--- src/rtl/clause_sched_pkg.sv ---
// Shared types and arithmetic helpers for the clause sweep scheduler.
// The optional VOTE_CLAMP_EN build only affects vote_argmax_acc.
package clause_sched_pkg;

   localparam int VOTE_W = 8;

   typedef enum logic [2:0] {
      IDLE   = 3'd0,
      CLR    = 3'd1,
      LOAD   = 3'd2,
      RUN    = 3'd3,
      DRAIN  = 3'd4,
      SAMPLE = 3'd5,
      FINAL  = 3'd6
   } sched_state_e;

   // Engine cycles per clause: row bands of npe patch rows, one window column per cycle.
   function automatic logic [15:0] calc_run_len(input logic [15:0] img_w, input logic [15:0] img_h,
                                                input logic [2:0] p, input logic [2:0] s,
                                                input logic [15:0] npe);
      logic [15:0] py;
      logic [15:0] px;
      py = (img_h - {13'd0, p}) / {13'd0, s} + 16'd1;
      px = (img_w - {13'd0, p}) / {13'd0, s} + 16'd1;
      calc_run_len = ((py + npe - 16'd1) / npe) * px;
   endfunction

   function automatic logic signed [VOTE_W-1:0] sat_vote(input logic signed [VOTE_W-1:0] cur,
                                                         input logic dec,
                                                         input logic signed [VOTE_W-1:0] lim);
      if (dec) begin
         if (cur <= -lim) sat_vote = -lim;
         else             sat_vote = cur - 8'sd1;
      end else begin
         if (cur >= lim)  sat_vote = lim;
         else             sat_vote = cur + 8'sd1;
      end
   endfunction

endpackage

--- src/rtl/vote_argmax_acc.sv ---
// Per-class signed vote accumulators with saturation and lowest-index-wins argmax.
// Defining VOTE_CLAMP_EN saturates each sum at +/-VOTE_T instead of +/-127.
module vote_argmax_acc
   import clause_sched_pkg::*;
#(
   parameter int CLASSN = 5,
   parameter int VOTE_T = 15
) (
   input  logic                        clk,
   input  logic                        rst_n,
   input  logic                        clr,
   input  logic                        vote_en,
   input  logic                        vote_dec,
   input  logic [$clog2(CLASSN)-1:0]   class_sel,
   input  logic                        capture,
   output logic [CLASSN*VOTE_W-1:0]    class_sum_flat,
   output logic [$clog2(CLASSN)-1:0]   pred_class
);
   localparam int CLS_W = $clog2(CLASSN);
`ifdef VOTE_CLAMP_EN
   localparam bit CLAMP_ON = 1'b1;
`else
   localparam bit CLAMP_ON = 1'b0;
`endif
   localparam int LIM_I = CLAMP_ON ? VOTE_T : 32'sd127;
   localparam logic signed [VOTE_W-1:0] SAT_LIM = VOTE_W'(LIM_I);

   logic signed [VOTE_W-1:0] sum_r     [CLASSN];
   logic signed [VOTE_W-1:0] sum_nxt_s [CLASSN];
   logic signed [VOTE_W-1:0] best_val_s;
   logic [CLS_W-1:0]         best_idx_s;
   logic [CLS_W-1:0]         pred_class_r;

   // Next sums with the pending vote folded in, so the final argmax sees the last clause.
   always_comb begin
      for (int c = 0; c < CLASSN; c++) begin
         if (vote_en && (class_sel == CLS_W'(c))) sum_nxt_s[c] = sat_vote(sum_r[c], vote_dec, SAT_LIM);
         else                                      sum_nxt_s[c] = sum_r[c];
      end
   end

   // Strictly-greater scan keeps the lowest index on ties.
   always_comb begin
      best_idx_s = {CLS_W{1'b0}};
      best_val_s = sum_nxt_s[0];
      for (int c = 1; c < CLASSN; c++) begin
         if (sum_nxt_s[c] > best_val_s) begin
            best_idx_s = CLS_W'(c);
            best_val_s = sum_nxt_s[c];
         end else begin
            best_idx_s = best_idx_s;
            best_val_s = best_val_s;
         end
      end
   end

   // Sum registers and prediction capture.
   always_ff @(posedge clk or negedge rst_n) begin
      if (!rst_n) begin
         for (int c = 0; c < CLASSN; c++) sum_r[c] <= {VOTE_W{1'b0}};
         pred_class_r <= {CLS_W{1'b0}};
      end else begin
         for (int c = 0; c < CLASSN; c++) begin
            if (clr) sum_r[c] <= {VOTE_W{1'b0}};
            else     sum_r[c] <= sum_nxt_s[c];
         end
         if (capture) pred_class_r <= best_idx_s;
         else         pred_class_r <= pred_class_r;
      end
   end

   for (genvar g = 0; g < CLASSN; g++) begin : g_flat
      assign class_sum_flat[g*VOTE_W +: VOTE_W] = sum_r[g];
   end
   assign pred_class = pred_class_r;

endmodule

--- src/rtl/clause_sweep_scheduler.sv ---
// Sequences clear/load/run/drain/sample over every class and clause, then reports argmax.
// Vote saturation limit is selectable through VOTE_CLAMP_EN (see vote_argmax_acc).
module clause_sweep_scheduler
   import clause_sched_pkg::*;
#(
   parameter int IMG_WIDTH  = 32,
   parameter int IMG_HEIGHT = 32,
   parameter int CLAUSEN    = 10,
   parameter int CLASSN     = 5,
   parameter int NPE        = 8,
   parameter int BRAM_LAT   = 2,
   parameter int PIPE_LAT   = 3,
   parameter int VOTE_T     = 15
) (
   input  logic                           clk,
   input  logic                           rst_n,
   input  logic                           start,
   input  logic                           abort,
   input  logic [2:0]                     cfg_stride,
   input  logic [2:0]                     cfg_patch_size,
   input  logic [$clog2(CLAUSEN):0]       cfg_clauses,
   input  logic                           clause_op,
   output logic [$clog2(CLASSN)-1:0]      class_no,
   output logic [$clog2(CLAUSEN):0]       clause_no,
   output logic                           clause_act,
   output logic                           img_rst,
   output logic                           done_final,
   output logic                           busy,
   output logic                           cfg_err,
   output logic [CLASSN*VOTE_W-1:0]       class_sum_flat,
   output logic [$clog2(CLASSN)-1:0]      pred_class,
   output logic                           pred_valid
);
   localparam int CLS_W = $clog2(CLASSN);
   localparam int CLA_W = $clog2(CLAUSEN) + 1;

   sched_state_e     state_r, state_nxt_s;
   logic [15:0]      cnt_r, dur_s, run_len_r;
   logic [CLS_W-1:0] class_r;
   logic [CLA_W-1:0] clause_r, clauses_r;
   logic cfg_ok_s, accept_s, last_clause_s, last_class_s;
   logic clause_act_s, img_rst_s, done_final_s, busy_s, cfg_err_s, pred_valid_s;
   logic clause_act_r, img_rst_r, done_final_r, busy_r, cfg_err_r, pred_valid_r;

   // Start-time configuration validation.
   always_comb begin
      cfg_ok_s = 1'b0;
      case (cfg_patch_size)
         3'd3, 3'd5, 3'd7: cfg_ok_s = (cfg_stride != 3'd0) && (cfg_clauses != {CLA_W{1'b0}}) &&
                                      (cfg_clauses <= CLA_W'(CLAUSEN));
         default:          cfg_ok_s = 1'b0;
      endcase
   end

   assign accept_s      = (state_r == IDLE) && start && !abort && cfg_ok_s;
   assign last_clause_s = ({1'b0, clause_r} + {{CLA_W{1'b0}}, 1'b1}) >= {1'b0, clauses_r};
   assign last_class_s  = (class_r == CLS_W'(CLASSN - 1));

   // State register.
   always_ff @(posedge clk or negedge rst_n) begin
      if (!rst_n) state_r <= IDLE;
      else        state_r <= state_nxt_s;
   end

   // Next-state logic; abort overrides everything.
   always_comb begin
      state_nxt_s = state_r;
      if (abort) begin
         state_nxt_s = IDLE;
      end else begin
         case (state_r)
            IDLE:    if (accept_s) state_nxt_s = CLR;    else state_nxt_s = IDLE;
            CLR:     state_nxt_s = LOAD;
            LOAD:    if (cnt_r == 16'd0) state_nxt_s = RUN;    else state_nxt_s = LOAD;
            RUN:     if (cnt_r == 16'd0) state_nxt_s = DRAIN;  else state_nxt_s = RUN;
            DRAIN:   if (cnt_r == 16'd0) state_nxt_s = SAMPLE; else state_nxt_s = DRAIN;
            SAMPLE:  if (last_clause_s && last_class_s) state_nxt_s = FINAL; else state_nxt_s = CLR;
            FINAL:   state_nxt_s = IDLE;
            default: state_nxt_s = IDLE;
         endcase
      end
   end

   // Outputs decoded from the next state so the registered copies line up with state_r.
   always_comb begin
      clause_act_s = 1'b0;
      img_rst_s    = 1'b0;
      done_final_s = 1'b0;
      busy_s       = 1'b0;
      pred_valid_s = 1'b0;
      cfg_err_s    = (state_r == IDLE) && start && !abort && !cfg_ok_s;
      case (state_nxt_s)
         CLR:     begin img_rst_s = 1'b1; busy_s = 1'b1; end
         LOAD:    busy_s = 1'b1;
         RUN:     begin clause_act_s = 1'b1; busy_s = 1'b1; end
         DRAIN:   busy_s = 1'b1;
         SAMPLE:  begin done_final_s = 1'b1; busy_s = 1'b1; end
         FINAL:   pred_valid_s = 1'b1;
         default: busy_s = 1'b0;
      endcase
   end

   // Dwell length loaded on entry to each timed state.
   always_comb begin
      case (state_nxt_s)
         LOAD:    dur_s = 16'(BRAM_LAT - 1);
         RUN:     dur_s = run_len_r - 16'd1;
         DRAIN:   dur_s = 16'(PIPE_LAT - 1);
         default: dur_s = 16'd0;
      endcase
   end

   // Dwell counter, latched configuration and class/clause indices.
   always_ff @(posedge clk or negedge rst_n) begin
      if (!rst_n) begin
         cnt_r     <= 16'd0;
         run_len_r <= 16'd0;
         clauses_r <= {CLA_W{1'b0}};
         class_r   <= {CLS_W{1'b0}};
         clause_r  <= {CLA_W{1'b0}};
      end else begin
         if (state_nxt_s != state_r) cnt_r <= dur_s;
         else if (cnt_r != 16'd0)    cnt_r <= cnt_r - 16'd1;
         else                        cnt_r <= cnt_r;
         if (accept_s) begin
            run_len_r <= calc_run_len(16'(IMG_WIDTH), 16'(IMG_HEIGHT), cfg_patch_size, cfg_stride, 16'(NPE));
            clauses_r <= cfg_clauses;
            class_r   <= {CLS_W{1'b0}};
            clause_r  <= {CLA_W{1'b0}};
         end else if ((state_r == SAMPLE) && (state_nxt_s == CLR)) begin
            if (!last_clause_s) begin
               clause_r <= clause_r + CLA_W'(1'b1);
            end else begin
               clause_r <= {CLA_W{1'b0}};
               class_r  <= class_r + CLS_W'(1'b1);
            end
         end else begin
            clause_r <= clause_r;
         end
      end
   end

   // Output registers.
   always_ff @(posedge clk or negedge rst_n) begin
      if (!rst_n) begin
         clause_act_r <= 1'b0;
         img_rst_r    <= 1'b0;
         done_final_r <= 1'b0;
         busy_r       <= 1'b0;
         cfg_err_r    <= 1'b0;
         pred_valid_r <= 1'b0;
      end else begin
         clause_act_r <= clause_act_s;
         img_rst_r    <= img_rst_s;
         done_final_r <= done_final_s;
         busy_r       <= busy_s;
         cfg_err_r    <= cfg_err_s;
         pred_valid_r <= pred_valid_s;
      end
   end

   vote_argmax_acc #(.CLASSN(CLASSN), .VOTE_T(VOTE_T)) u_vote (
      .clk            (clk),
      .rst_n          (rst_n),
      .clr            (accept_s),
      .vote_en        ((state_r == SAMPLE) && !abort && clause_op),
      .vote_dec       (clause_r[0]),
      .class_sel      (class_r),
      .capture        (state_nxt_s == FINAL),
      .class_sum_flat (class_sum_flat),
      .pred_class     (pred_class)
   );

   assign class_no   = class_r;
   assign clause_no  = clause_r;
   assign clause_act = clause_act_r;
   assign img_rst    = img_rst_r;
   assign done_final = done_final_r;
   assign busy       = busy_r;
   assign cfg_err    = cfg_err_r;
   assign pred_valid = pred_valid_r;

endmodule

--- config.mk ---
export PLATFORM = sky130hd
export DESIGN_NAME = clause_sweep_scheduler
export DESIGN_NICKNAME = d
export VERILOG_FILES = /design/src/rtl/clause_sched_pkg.sv /design/src/rtl/vote_argmax_acc.sv /design/src/rtl/clause_sweep_scheduler.sv
export SDC_FILE = /design/constraint.sdc
export NUM_CORES = 1
export LEC_CHECK = 0
export CAP_MARGIN = 5
export CORE_ASPECT_RATIO = 1.4
export CORE_MARGIN = 2
export CORE_UTILIZATION = 58
export CTS_CLUSTER_SIZE = 28
export DETAILED_ROUTE_END_ITERATION = 16
export PLACE_DENSITY = 0.77
export SYNTH_ARGS = -nofsm -noshare
export SYNTH_HDL_FRONTEND = slang
export SYNTH_HIERARCHICAL = 1
export SYNTH_SLANG_ARGS = --single-unit
--- constraint.sdc ---
create_clock -name clk -period 11.55 [get_ports clk]
set_clock_uncertainty 0.1 [all_clocks]
set_input_delay 2.8875 -clock clk [delete_from_list [all_inputs] [get_ports clk]]
set_output_delay 2.8875 -clock clk [all_outputs]
set_load 0.05 [all_outputs]
; ---- After elaboration in Yosys (flattened, before gate mapping)
; Cells that the tools add are included.
[word_totals]
reg_bits = 97
input_bits = 16
out_inout_bits = 57
elab_cells = 157
[classes]
add_sub_neg = 19
multipliers = 1
div_mod_pow = 1
magnitude_cmp = 16
n_eq_ne = 19
muxes = 54
reduce_logical = 29
[ops]
columns = op, n
row1 = $mux W8, 28
row2 = $pmux W16 S3, 1
row3 = $sub A16 B1 Y16 const B, 3
row4 = $add A8 B2 Y8 const B, 5
row5 = $ge A8 B8 Y1 const B, 5
row6 = $le A8 B8 Y1 const B, 5
row7 = $sub A8 B2 Y8 const B, 5
row8 = $gt A8 B8 Y1, 4
row9 = $mux W16, 2
row10 = $eq A3 B3 Y1 const B, 8
row11 = $eq A3 B2 Y1 const B, 7
row12 = $mux W3, 7
row13 = $pmux W3 S6, 1
row14 = $add A16 B1 Y16 const B, 1
row15 = $add A16 B4 Y16 const B, 1
row16 = $div A16 B3 Y16, 1
row17 = $logic_not A16 Y1, 1
row18 = $mul A13 B16 Y16, 1
row19 = $reduce_bool A16 Y1, 1
row20 = $logic_and A1 B1 Y1, 15
row21 = $mux W5, 3
row22 = $mux W1, 10
row23 = $eq A3 B1 Y1 const B, 3
row24 = $sub A6 B3 Y7 const A, 1
row25 = other kinds (15), 20

; ---- Longest topological paths before layout
[logic_depth]
depth_word = 13
mapped_depth = 168
depth_no_buf = 156

; ---- Cells and area by module
; Netlist, hierarchy kept.
[by_module_without_submodules]
columns = mod, instances, cells_each, area_each_um2, seq_area_each_um2
row1 = clause_sweep_scheduler, 1, 1524, 11925.2, 1351.3
row2 = vote_argmax_acc, 1, 637, 4972.3, 1076.0

; ---- Worst setup path after synthesis
; No wires, ideal clock.
[synth_path]
path_kind = input to register
startpoint = in cfg_stride[0]
endpoint = reg run_len_r[15]
setup_ps = 76
arrival_ps = 33242
required_time_ps = 11374
slack_ps = -21868
cell_stages = 155
n_path_buf = 13
cell_sequence = inv_1 ha_1 o211a_1 or3_1 a21oi_4 nor2_1 ha_1 o211a_1 nor3_1 nand3_1 mux2_2 nor2_1 nor2_1 ha_1 o21ai_0 a21oi_1 a211oi_1 mux2_2 (+119 left out) fa_1 inv_1 ha_1 a21oi_1 o21bai_1 a21oi_1 o21bai_1 a21oi_1 o21bai_1 a21oi_1 xnor2_1 xnor2_1 xnor2_1 xnor2_1 xnor3_1 xor3_1 xnor3_1 o21ai_1
[synth_between]
elab_chain_len = 5
elab_cells_between_ends = 10
cone_classes = add/sub (3) / mul (1) / div (1) / mux (1) / reduce/logical (4)
[synth_lines]
columns = item, line_no
row1 = "start, declared", clause_sweep_scheduler.sv:19  ; input logic [2:0] cfg_stride,
row2 = $div A16 B3 Y16 / $reduce_bool A3 Y1 (equally long branches), "clause_sched_pkg.sv:23, clause_sched_pkg.sv:24, clause_sweep_scheduler.sv:49"
row3 = $add A16 B1 Y16 / $logic_and A1 B1 Y1 (equally long branches), "clause_sched_pkg.sv:23, clause_sched_pkg.sv:24, clause_sweep_scheduler.sv:49"
row4 = $add A16 B4 Y16 / $logic_and A1 B1 Y1 (equally long branches), "clause_sched_pkg.sv:25, clause_sweep_scheduler.sv:49"
row5 = $sub A16 B1 Y16 / $mux W1 (equally long branches), "clause_sched_pkg.sv:25, clause_sweep_scheduler.sv:48"
row6 = $mul A13 B16 Y16 / $logic_and A1 B1 Y1 (equally long branches), "clause_sched_pkg.sv:25, clause_sweep_scheduler.sv:55"
row7 = "end signal, assigned", clause_sweep_scheduler.sv:126  ; run_len_r <= calc_run_len(16'(IMG_WIDTH), 16'(IMG_HEIGHT), cfg_patch_size, cfg_stride, 16'(NPE));
row8 = "end, declared", clause_sweep_scheduler.sv:38  ; logic [15:0] cnt_r, dur_s, run_len_r;
; Several ways; a longest one is shown, not always the timed one.
; A chain may end at the register's enable or synchronous reset.

; ---- Worst setup path in the final report
; Same ends and word-level chain as after synthesis.

==> summary.md <==
| Metric | Value |
|---|---|
| Post-synthesis register bit count | 97 |
| Initial antenna violation count | 2 |
| Final instance area | 24230 sq um |
| Clk_lat worst skew | 0.38 ns |
| Synth Instances | 2161 |
| Max incr delay on CP | 0.88 ns |
| Total Wirelength | 69.29 mm |
| Unique masters post-synth | 127 |
| Initial detailed-routing violation count | 1616 |
| Starting density of the core | 59.29% |
| Mapped Area | 16900 sq um |
| Critical path data arrival time | 29.74 ns |
| Reg clk slew, reported paths | 0.08 ns |
| CTS tree | done |
| Setup WS pre-CTS | -18.14 ns |
| Area delta synth->final | 43.42% |
| Endpoints failing hold | 0 |
| Core Box Area | 28500 sq um |
| Total gr overflow | 0 |
| CTS sink count | 97 |
| Synth warnings | 6 |
| Post-synthesis async set-or-reset flop share | 100.0% |
| Most frequent cells in the layout | buf_4, nor2_1, inv_1 |
| PnR worst setup slack | -18.00 ns |
| CP most frequent cell | o21a_1 |
| Kind of critical path | input pin to flip-flop |
| Mean Syn Cell Area | 7.819 sq um |
| Num rows | 73 |
| Failing checks | setup timing |
| DR vias | 20.31k |
| Pre-Repair DR Iteration Count | 8 |
| Largest net degree at the start of global routing | 68 |
| Vias in the first global route | 20.03k |
| Compound-Gate Fraction of Synth Area | 22.79% |
| Layout Utilization | 85.04% |
| Critical Path Sink Type | flip-flop |
| Reg area | 2429 sq um |
| Post-detailed-route count of antenna-violating nets | 0 |
| Post-DP Area | 22000 sq um |
| Slew margin rel. | 27.68% |
| H-tree Lvls | 3 |
| GRT Util Overall | 38.88% |
| IO Count | 73 |
| Min Clock Period, post-route | 29.55 ns |
| Die H | 206.0 um |
| Unrepaired setup endpoints after global routing | yes |
| First-pass GRT wire length | 96.15 mm |
| Final GP Congestion | 0.9387 |
| Clock buffer depth | 2 |
| FILL cells | 1611 |
| FMAX | 33.84 MHz |
| TritonCTS buffer count | 9 |
| Wirelength per Cell | 21.96 um |
| Reg2reg setup slack | 2.29 ns |
| Hold Buf Count CTS | 0 |
| Least-Margin Pin Slew | 1.076 ns |
| Setup TNS | -244.96 ns |
| Critical-path cell with the highest stage delay | xnor2_1 |
| Final Setup Violations | 16 |
| Bufs and invs on worst path | 15 |
| Most common cell after layout, fill and taps aside | buf_4 |
| Final nets | 3022 |
| Fin crit share | 255.8% |
| Critical path required time | 11.75 ns |
| Post-Synth XOR/XNOR Area | 6.316% |
| Delay-heaviest family, CP | simple AND/OR/NAND/NOR gates |
| Post-synth EDFFs | 0 |
| Port bufs | 72 |
| Clk root buf | clkbuf_16 |
| Adder-Cell Fraction of Synth Area | 20.76% |
| Chip width | 148.3 um |
| Drt via density | 6.436 |
| HP Class | flip-flop to flip-flop |
| Seq/Total Area, Yosys | 14.37% |
| HPWL after DPL | 44.08 mm |
| Layout cells sized above 1 | 34.35% |
| Post-synthesis mux area share | 3.362% |
| Inserted Diodes | 0 |
| Max Slew Vio Count | 0 |
| Crit start category | input pin |
| Synth Flop Type | dfrtp_1 |
| Simple-gate portion of the synthesized area | 25.54% |
| Multi-input combinational cell area | 14840 sq um |
| DRC violations left | 0 |
| Status | complete, but fails checks |
| Crit path max fanout | 5 |
| Largest family of logic cells by synthesized area | simple AND/OR/NAND/NOR gates |
| Maxcap violations | 0 |
| Die ar. | 30530 sq um |
-- cells in the mapped netlist (all sizes together), types with 8 or more instances --
master  number  area share (%)
o221ai      11            0.61
inv        206             4.6
or3         23            0.88
mux2i       27             1.7
nor2b       31             1.1
fa          81             9.6
nand4       15            0.59
and2        24            0.89
dfrtp       97              14
o21ai      115             3.5
o21bai      10            0.44
or4         13            0.62
xnor2       80             4.1
nand2      176             3.9
a211oi      19            0.84
o211ai      26             1.3
a21o        33             1.5
o31ai       30             1.4
nor3b       11            0.52
a22oi       10            0.44
and3         8            0.30
nand3       61             1.8
nor4        30             1.3
mux2        22             1.7
o21a        28             1.2
nor3        77             2.5
o41ai        8            0.61
o22ai       13            0.48
nand3b      11            0.56
nor2       246             5.5
ha         150              11
a21oi      111             3.6
or2         31             1.1
buf         32             1.1
clkbuf      52             1.2
nand2b      49             1.8
a31oi       19            0.79
a22o         8            0.41
xor2        34             1.8
-- path summary, 6_finish.rpt --
check / from / endpoint / cells after the start
worst max-delay path: cfg_stride[0] / run_len_r[15]$_DFFE_PN0P_ / 137
worst min-delay path: u_vote/pred_class[2]$_DFFE_PN0P_ / u_vote/pred_class[2]$_DFFE_PN0P_ / 1
worst max register to register: state_r[2]$_DFF_PN0_ / u_vote/pred_class[2]$_DFFE_PN0P_ / 40
worst min register to register: u_vote/pred_class[2]$_DFFE_PN0P_ / u_vote/pred_class[2]$_DFFE_PN0P_ / 1
max in group asynchronous: rst_n / clause_no[0]$_DFFE_PN0P_ / 2
min in group asynchronous: rst_n / u_vote/class_sum_flat[13]$_DFF_PN0_ / 1
-- stage by stage --
step / instances / hold WS [ns]
finish: 3155 / 0.3965
global route: 3155 / 0.4369
CTS: 3102 / 0.3973
detailed placement: 3011 / 0.3809
global placement: 3011 / 0.3612
floorplan: 2170 / 0.3497
-- registers in the layout (all words and copies together), names as in the netlist, 3 cells and up --
| name | cells |
|---|---|
| clause_no | 5 |
| cnt_r | 16 |
| state_r | 3 |
| run_len_r | 16 |
| class_no | 3 |
| u_vote/class_sum_flat | 40 |
| clauses_r | 5 |
| u_vote/pred_class | 3 |
-- what timing repair did --
action | 4_1_cts | 5_1_grt
gates resized for setup | 117 | 96
buffers inserted | 79 | 59
pin swaps | 114 | 101
endpoints found under the setup margin | 16 | 19
gates cloned | 0 | 0
-- routing by layer --
metal  share of wire (%)  track usage (%)
met2                  50            74.07
met1                  33            38.63
met5               0.023                0
met4                 9.6            27.41
met3                 7.7            4.879
-- final cells by class --
cell class                      instances  area share, %
Inverter                              207          3.284
Clock inverter                          7         0.2943
Clock buffer                            9         0.9293
Tap cell                              375          1.936
Timing Repair Buffer                  678          22.30
Multi-Input combinational cell       1782          61.23
Sequential cell                        97          10.02
-- cells by family (layout without fill, tap and decap cells) --
logic type	after synthesis	count (layout)
and+or+nand+nor	839	839
AOI/OAI and AO/OA	535	535
buffers and inverters	291	901
adders and majority gates	232	232
xor gates and xnor gates	117	117
DFF	97	97
muxes	49	49
other	1	10
Power is not shown: default switching activity piles up to over one toggle a cycle in this logic, so the estimate is an artifact.
